File: config.mk
export PLATFORM = sky130hd
export DESIGN_NAME = mult_arbiter
export DESIGN_NICKNAME = d
export VERILOG_FILES = /design/src/rtl/mult_arbiter_pkg.sv /design/src/rtl/mult_arbiter_rr_pick.sv /design/src/rtl/mult_arbiter.sv
export SDC_FILE = /design/constraint.sdc
export NUM_CORES = 1
export LEC_CHECK = 0
export ABC_CLOCK_PERIOD_IN_PS = 3200
export BUFFER_PORTS_ARGS = -buffer_cell sky130_fd_sc_hd__buf_2
export CAP_MARGIN = 20
export CORE_MARGIN = 2
export CORE_UTILIZATION = 48
export DETAILED_ROUTE_END_ITERATION = 16
export GPL_ROUTABILITY_DRIVEN = 0
export PLACE_DENSITY = 0.86
export SETUP_SLACK_MARGIN = 0.02
export SYNTH_ARGS = -nofsm -noshare
export SYNTH_HDL_FRONTEND = slang
export SYNTH_SLANG_ARGS = --single-unit
File: constraint.sdc
create_clock -name clk -period 3.2 [get_ports clk]
set_clock_uncertainty 0.15 [all_clocks]
set_input_delay 0.32 -clock clk [delete_from_list [all_inputs] [get_ports clk]]
set_output_delay 0.32 -clock clk [all_outputs]
set_load 0.02 [all_outputs]
File: src/rtl/mult_arbiter_pkg.sv
// Shared types and defaults for the multiplier arbiter: FSM state encoding,
// default operand width and the product-width helper.
package mult_arbiter_pkg;

  typedef enum logic [1:0] {
    ST_IDLE    = 2'd0,
    ST_ISSUE   = 2'd1,
    ST_ACK     = 2'd2,
    ST_RELEASE = 2'd3
  } state_t;

  localparam int unsigned W_DEF = 16;

  function automatic int unsigned prod_w(input int unsigned w);
    return 2 * w;
  endfunction

endpackage

File: src/rtl/mult_arbiter_rr_pick.sv
// Combinational round-robin search: first set request bit at or after ptr,
// wrapping from NREQ-1 back to 0.
module mult_arbiter_rr_pick #(
  parameter int unsigned NREQ = 4,
  parameter int unsigned IDW  = 2
) (
  input  logic [NREQ-1:0] req,
  input  logic [IDW-1:0]  ptr,
  output logic [IDW-1:0]  win,
  output logic            any_req
);

  localparam logic [IDW:0] NREQ_W = (IDW+1)'(NREQ);

  logic [IDW:0]   sum;
  logic [IDW-1:0] idx;
  logic           found;

  always_comb begin
    win   = '0;
    sum   = '0;
    idx   = '0;
    found = 1'b0;
    for (int unsigned k = 0; k < NREQ; k++) begin
      // ptr + k never exceeds 2*NREQ-2, so one conditional subtract wraps it
      sum = {1'b0, ptr} + (IDW+1)'(k);
      if (sum >= NREQ_W) sum = sum - NREQ_W;
      idx = sum[IDW-1:0];
      if (!found && req[idx]) begin
        found = 1'b1;
        win   = idx;
      end
    end
  end

  assign any_req = |req;

endmodule

File: src/rtl/mult_arbiter.sv
// Shares one multiplier between NREQ requesters with round-robin arbitration,
// sequences the ready/ack/Done_Flag handshake and aborts on a watchdog timeout.
module mult_arbiter
  import mult_arbiter_pkg::*;
#(
  parameter int unsigned NREQ     = 4,
  parameter int unsigned W        = W_DEF,
  parameter int unsigned IDW      = 2,
  parameter int unsigned MAX_WAIT = 64
) (
  input  logic                 clk,
  input  logic                 reset,
  input  logic [NREQ-1:0]      req_valid,
  input  logic [NREQ*W-1:0]    req_a,
  input  logic [NREQ*W-1:0]    req_b,
  output logic [NREQ-1:0]      req_gnt,
  output logic                 rsp_valid,
  output logic [IDW-1:0]       rsp_id,
  output logic [prod_w(W)-1:0] rsp_product,
  output logic                 rsp_err,
  output logic [W-1:0]         mul_a,
  output logic [W-1:0]         mul_b,
  output logic                 mul_ready,
  output logic                 mul_ack,
  input  logic [prod_w(W)-1:0] producto,
  input  logic                 Done_Flag
);

  localparam int unsigned PW = prod_w(W);
  localparam int unsigned CW = $clog2(MAX_WAIT);

  state_t         state, state_nx;
  logic [IDW-1:0] rr_ptr, rr_nx;
  logic [IDW-1:0] cur_id, cur_nx;
  logic [CW-1:0]  cnt, cnt_nx;
  logic [W-1:0]   a_nx, b_nx;
  logic           ready_nx, ack_nx, rv_nx, rerr_nx;
  logic [NREQ-1:0] gnt_nx;
  logic [IDW-1:0] rid_nx;
  logic [PW-1:0]  rp_nx;
  logic [IDW-1:0] win;
  logic           any_req;

  mult_arbiter_rr_pick #(
    .NREQ (NREQ),
    .IDW  (IDW)
  ) u_pick (
    .req     (req_valid),
    .ptr     (rr_ptr),
    .win     (win),
    .any_req (any_req)
  );

  always_ff @(posedge clk or negedge reset) begin
    if (!reset) begin
      state       <= ST_IDLE;
      rr_ptr      <= '0;
      cur_id      <= '0;
      cnt         <= '0;
      mul_a       <= '0;
      mul_b       <= '0;
      mul_ready   <= 1'b0;
      mul_ack     <= 1'b0;
      req_gnt     <= '0;
      rsp_valid   <= 1'b0;
      rsp_id      <= '0;
      rsp_product <= '0;
      rsp_err     <= 1'b0;
    end else begin
      state       <= state_nx;
      rr_ptr      <= rr_nx;
      cur_id      <= cur_nx;
      cnt         <= cnt_nx;
      mul_a       <= a_nx;
      mul_b       <= b_nx;
      mul_ready   <= ready_nx;
      mul_ack     <= ack_nx;
      req_gnt     <= gnt_nx;
      rsp_valid   <= rv_nx;
      rsp_id      <= rid_nx;
      rsp_product <= rp_nx;
      rsp_err     <= rerr_nx;
    end
  end

  always_comb begin
    state_nx = state;
    rr_nx    = rr_ptr;
    cur_nx   = cur_id;
    cnt_nx   = cnt;
    a_nx     = mul_a;
    b_nx     = mul_b;
    ready_nx = mul_ready;
    ack_nx   = 1'b0;
    gnt_nx   = '0;
    rv_nx    = 1'b0;
    rid_nx   = rsp_id;
    rp_nx    = rsp_product;
    rerr_nx  = rsp_err;

    unique case (state)
      ST_IDLE: begin
        // a stale Done_Flag must drain before anything is granted
        if (Done_Flag) begin
          state_nx = ST_RELEASE;
        end else if (any_req) begin
          a_nx     = req_a[win*W +: W];
          b_nx     = req_b[win*W +: W];
          gnt_nx   = NREQ'(1) << win;
          cur_nx   = win;
          rr_nx    = (win == IDW'(NREQ-1)) ? '0 : win + 1'b1;
          ready_nx = 1'b1;
          cnt_nx   = '0;
          state_nx = ST_ISSUE;
        end
      end
      ST_ISSUE: begin
        cnt_nx = cnt + 1'b1;
        if (Done_Flag) begin
          ready_nx = 1'b0;
          ack_nx   = 1'b1;
          rv_nx    = 1'b1;
          rid_nx   = cur_id;
          rp_nx    = producto;
          rerr_nx  = 1'b0;
          state_nx = ST_ACK;
        end else if (cnt == CW'(MAX_WAIT-1)) begin
          ready_nx = 1'b0;
          rv_nx    = 1'b1;
          rid_nx   = cur_id;
          rp_nx    = '0;
          rerr_nx  = 1'b1;
          state_nx = ST_ACK;
        end
      end
      ST_ACK: begin
        state_nx = ST_RELEASE;
      end
      ST_RELEASE: begin
        if (!Done_Flag) state_nx = ST_IDLE;
      end
      default: state_nx = ST_IDLE;
    endcase
  end

endmodule
==> flow_summary.ini <==
[placement]
placed_cells = 691
hpwl_um = 9260
place.port_buffers = 240

[power_and_ir_drop]
irDropWorstVdd_v = 0.000524
power.density_mw_per_mm2 = 920
p_leak_nw = 3.28

[synth]
synth_top_area_cell = dfrtp_1
syn_area_per_cell_um2 = 11.7
synth_fa_ha_area_share_pct = 1.80
async_flop_share_pct = 100
synth_xor_xnor_area_share_pct = 0.419
syn_inst = 356
synth_common_cells = dfrtp_1 (86), mux2i_1 (65), nand2_1 (43)
seq_area_frac_synth_pct = 51.5
synth_top_cells_by_area = dfrtp_1 (52%), mux2i_1 (16%), a22o_1 (7.1%), o221ai_1 (6.7%), nand2_1 (3.9%)
yosysWarnings = 0
synthSimpleGateAreaFrac_pct = 7.40
synth_top_family_by_area = compound AO/OA/AOI/OAI gates
synth_cell_types = 40
ys.flop_type = dfrtp_1
synth-seq-cells = 86
synth.most_common_cell = dfrtp_1
synth-compound-area-share_pct = 17.3
yosysTopAreaCellShare_pct = 51.5
synth.cell_area_mm2 = 0.00418
muxShareOfSynthArea_pct = 16.7
synth_nets = 529
synth-edff-count = 0

[finish]
instances_no_fill = 710
final_nets = 769
drive_above_1_share_pct = 46.1
fin_util_pct = 67.0
fill_cells = 679
syn_to_final_growth_pct = 37.9

[worst_setup_path]
required_ns = 3.30
crit_cells = 7
r2r-start = state[0]
r2r-end = mul_a[6]
worstSetupEndpointType = flop
worstSetupStartpoint = state[0]
rrSetupSlack_ns = 0.76
slowest_stage = dfrtp_1
max_stage_delay_ns = 0.42
critPathLaunchType = flop
reg2regPathDepth = 7
critPathArrivalTime_ns = 2.54
endpoint = mul_a[6]
path_cells = inv_1 -> ha_1 -> nand2b_1 -> nor2_1 -> nand2_1 -> buf_4 -> o221ai_1
crit_buf_inv = 2
path_class = reg2reg
critical_path.top_delay_family = simple AND/OR/NAND/NOR gates
cp_max_fo = 23

[detailed_routing]
drc = 0
drt-pass1-iter-count = 4
wirelength_um = 12400
post_drt_wl_per_cell_um = 17.5
first_iter_violations = 122
avgViaCountPerCell = 5.47
ant_nets = 0
via_count = 3885

[clock_network]
cts_tree = done
post-cts-setup-buffers = 0
cts_buffer_depth = 2
cts-buffers-inserted = 9
clock_latency_ns = 0.34
clkTransAtPathRegs_ns = 0.09
htreeDepth = 3
cts_sinks = 86
root_buffer = clkbuf_8

[global_route]
grt_pass1_vias = 4133
grt_pass1_wl_um = 19500
grt_use_total_pct = 25.4
grt_overflow = 0
grt_max_degree = 87
antenna_found_initial = 1

[timing]
fin_crit_sh_pct = 76.3
rsz0062_at_grt = false
slew_violations = 0
min_period_ns = 2.44
slew_headroom_pct = 46.7
fmax_mhz = 410
tns_ns = 0
hold_violations = 0
setup_viol = 0
worst_pin_slew_ns = 0.800
holdWs_ns = 0.0346

[worst_hold_path]
hold_path.class = in2reg

[die]
initial_core_util_pct = 48.6
top_level_ports = 241
row_count = 34
dieArea_mm2 = 0.00946
die-width_um = 97.3
dieHeight_um = 97.3
core_mm2 = 0.00859

[outcome]
status = finished clean

[flow_run]
maxCapViolations = 0
==> power breakdown <==
part           internal, mW  switching (mW)  leakage (nW)
sequential             1.55           0.274          1.09
combinational          1.09            1.51          2.08
clock                 0.465           0.400         0.109
total                  3.11            2.18          3.28
==> layout by cell type, fill, tap and decap left out, drive strengths merged, types with 3 or more instances in the layout <==
| cell | count |
|---|---|
| a21oi | 4 |
| mux2 | 4 |
| o21ai | 5 |
| o221ai | 32 |
| nor2 | 10 |
| clkbuf | 10 |
| nand2b | 4 |
| a22o | 34 |
| and3 | 3 |
| inv | 9 |
| buf | 256 |
| mux2i | 65 |
| ha | 6 |
| dfrtp | 86 |
| and2 | 3 |
| nand2 | 43 |
==> stage by stage <==
stage	area, um^2	setup WS [ns]	power [mW]
final	5760	0.758	5.30
after detailed placement	5490	0.808	4.44
after floorplan	4180	1.31	3.57
after global placement	5490	0.890	4.33
after global routing	5760	0.588	5.63
after CTS	5720	0.810	5.32
==> logic make-up after synthesis <==
family                   Yosys count
AND/OR/NAND/NOR                   70
buffers and inverters             36
flip-flops                        86
XOR/XNOR                           2
multiplexers                      69
adder cells (fa/ha/maj)            6
AO/OA/AOI/OAI                     87
==> worst register-to-register path, cell delays in order (launching register included) <==
cell and delay [ns]:
dfrtp_1 0.42, inv_1 0.12, ha_1 0.31, nand2b_1 0.13
nor2_1 0.32, nand2_1 0.36, buf_4 0.34, o221ai_1 0.20
==> what timing repair did <==
action | 4_1_cts | 5_1_grt
hold buffers | 0 | 1
gates resized for setup | 0 | 0
hold endpoints to repair | 0 | 13
==> flip-flops by register name, summed over array words and instances (netlist names) <==
name,cells
cnt,6
cur_id,2
mul_a,16
mul_ack,1
mul_b,16
mul_ready,1
req_gnt,4
rr_ptr,2
rsp_err,1
rsp_id,2
rsp_product,32
rsp_valid,1
state,2
==> cell type report <==
cell class                      count  area [um^2]  area share [%]
Sequential cell                    86         2150            37.4
Multi-Input combinational cell    234         1830            31.8
Timing Repair Buffer              257         1380            23.9
Clock buffer                       10          138            2.39
Tap cell                          108          135            2.35
Clock inverter                      6         92.6            1.61
Inverter                            8         30.0           0.522
Antenna cell                        1         2.50          0.0435
==> worst min path at each step <==
stage                 startpoint               to  cells after the start
finish               producto[9]   rsp_product[9]                      2
global placement       cur_id[1]        cur_id[1]                      2
detailed placement     cur_id[1]        cur_id[1]                      2
global route         producto[1]   rsp_product[1]                      2
floorplan                  reset           cnt[0]                      0
CTS                 producto[23]  rsp_product[23]                      2
==> routing by layer <==
| metal | GRT usage (%) | share of wire [%] | up-vias |
|---|---|---|---|
| li1 | - | - | 1808 |
| met1 | 30.3 | 39 | 1841 |
| met2 | 45.0 | 51 | 204 |
| met3 | 5.25 | 6.8 | 32 |
| met4 | 10.1 | 2.6 | 0 |
| met5 | 0 | 0 | - |
Power figures use the tool's default switching activity.
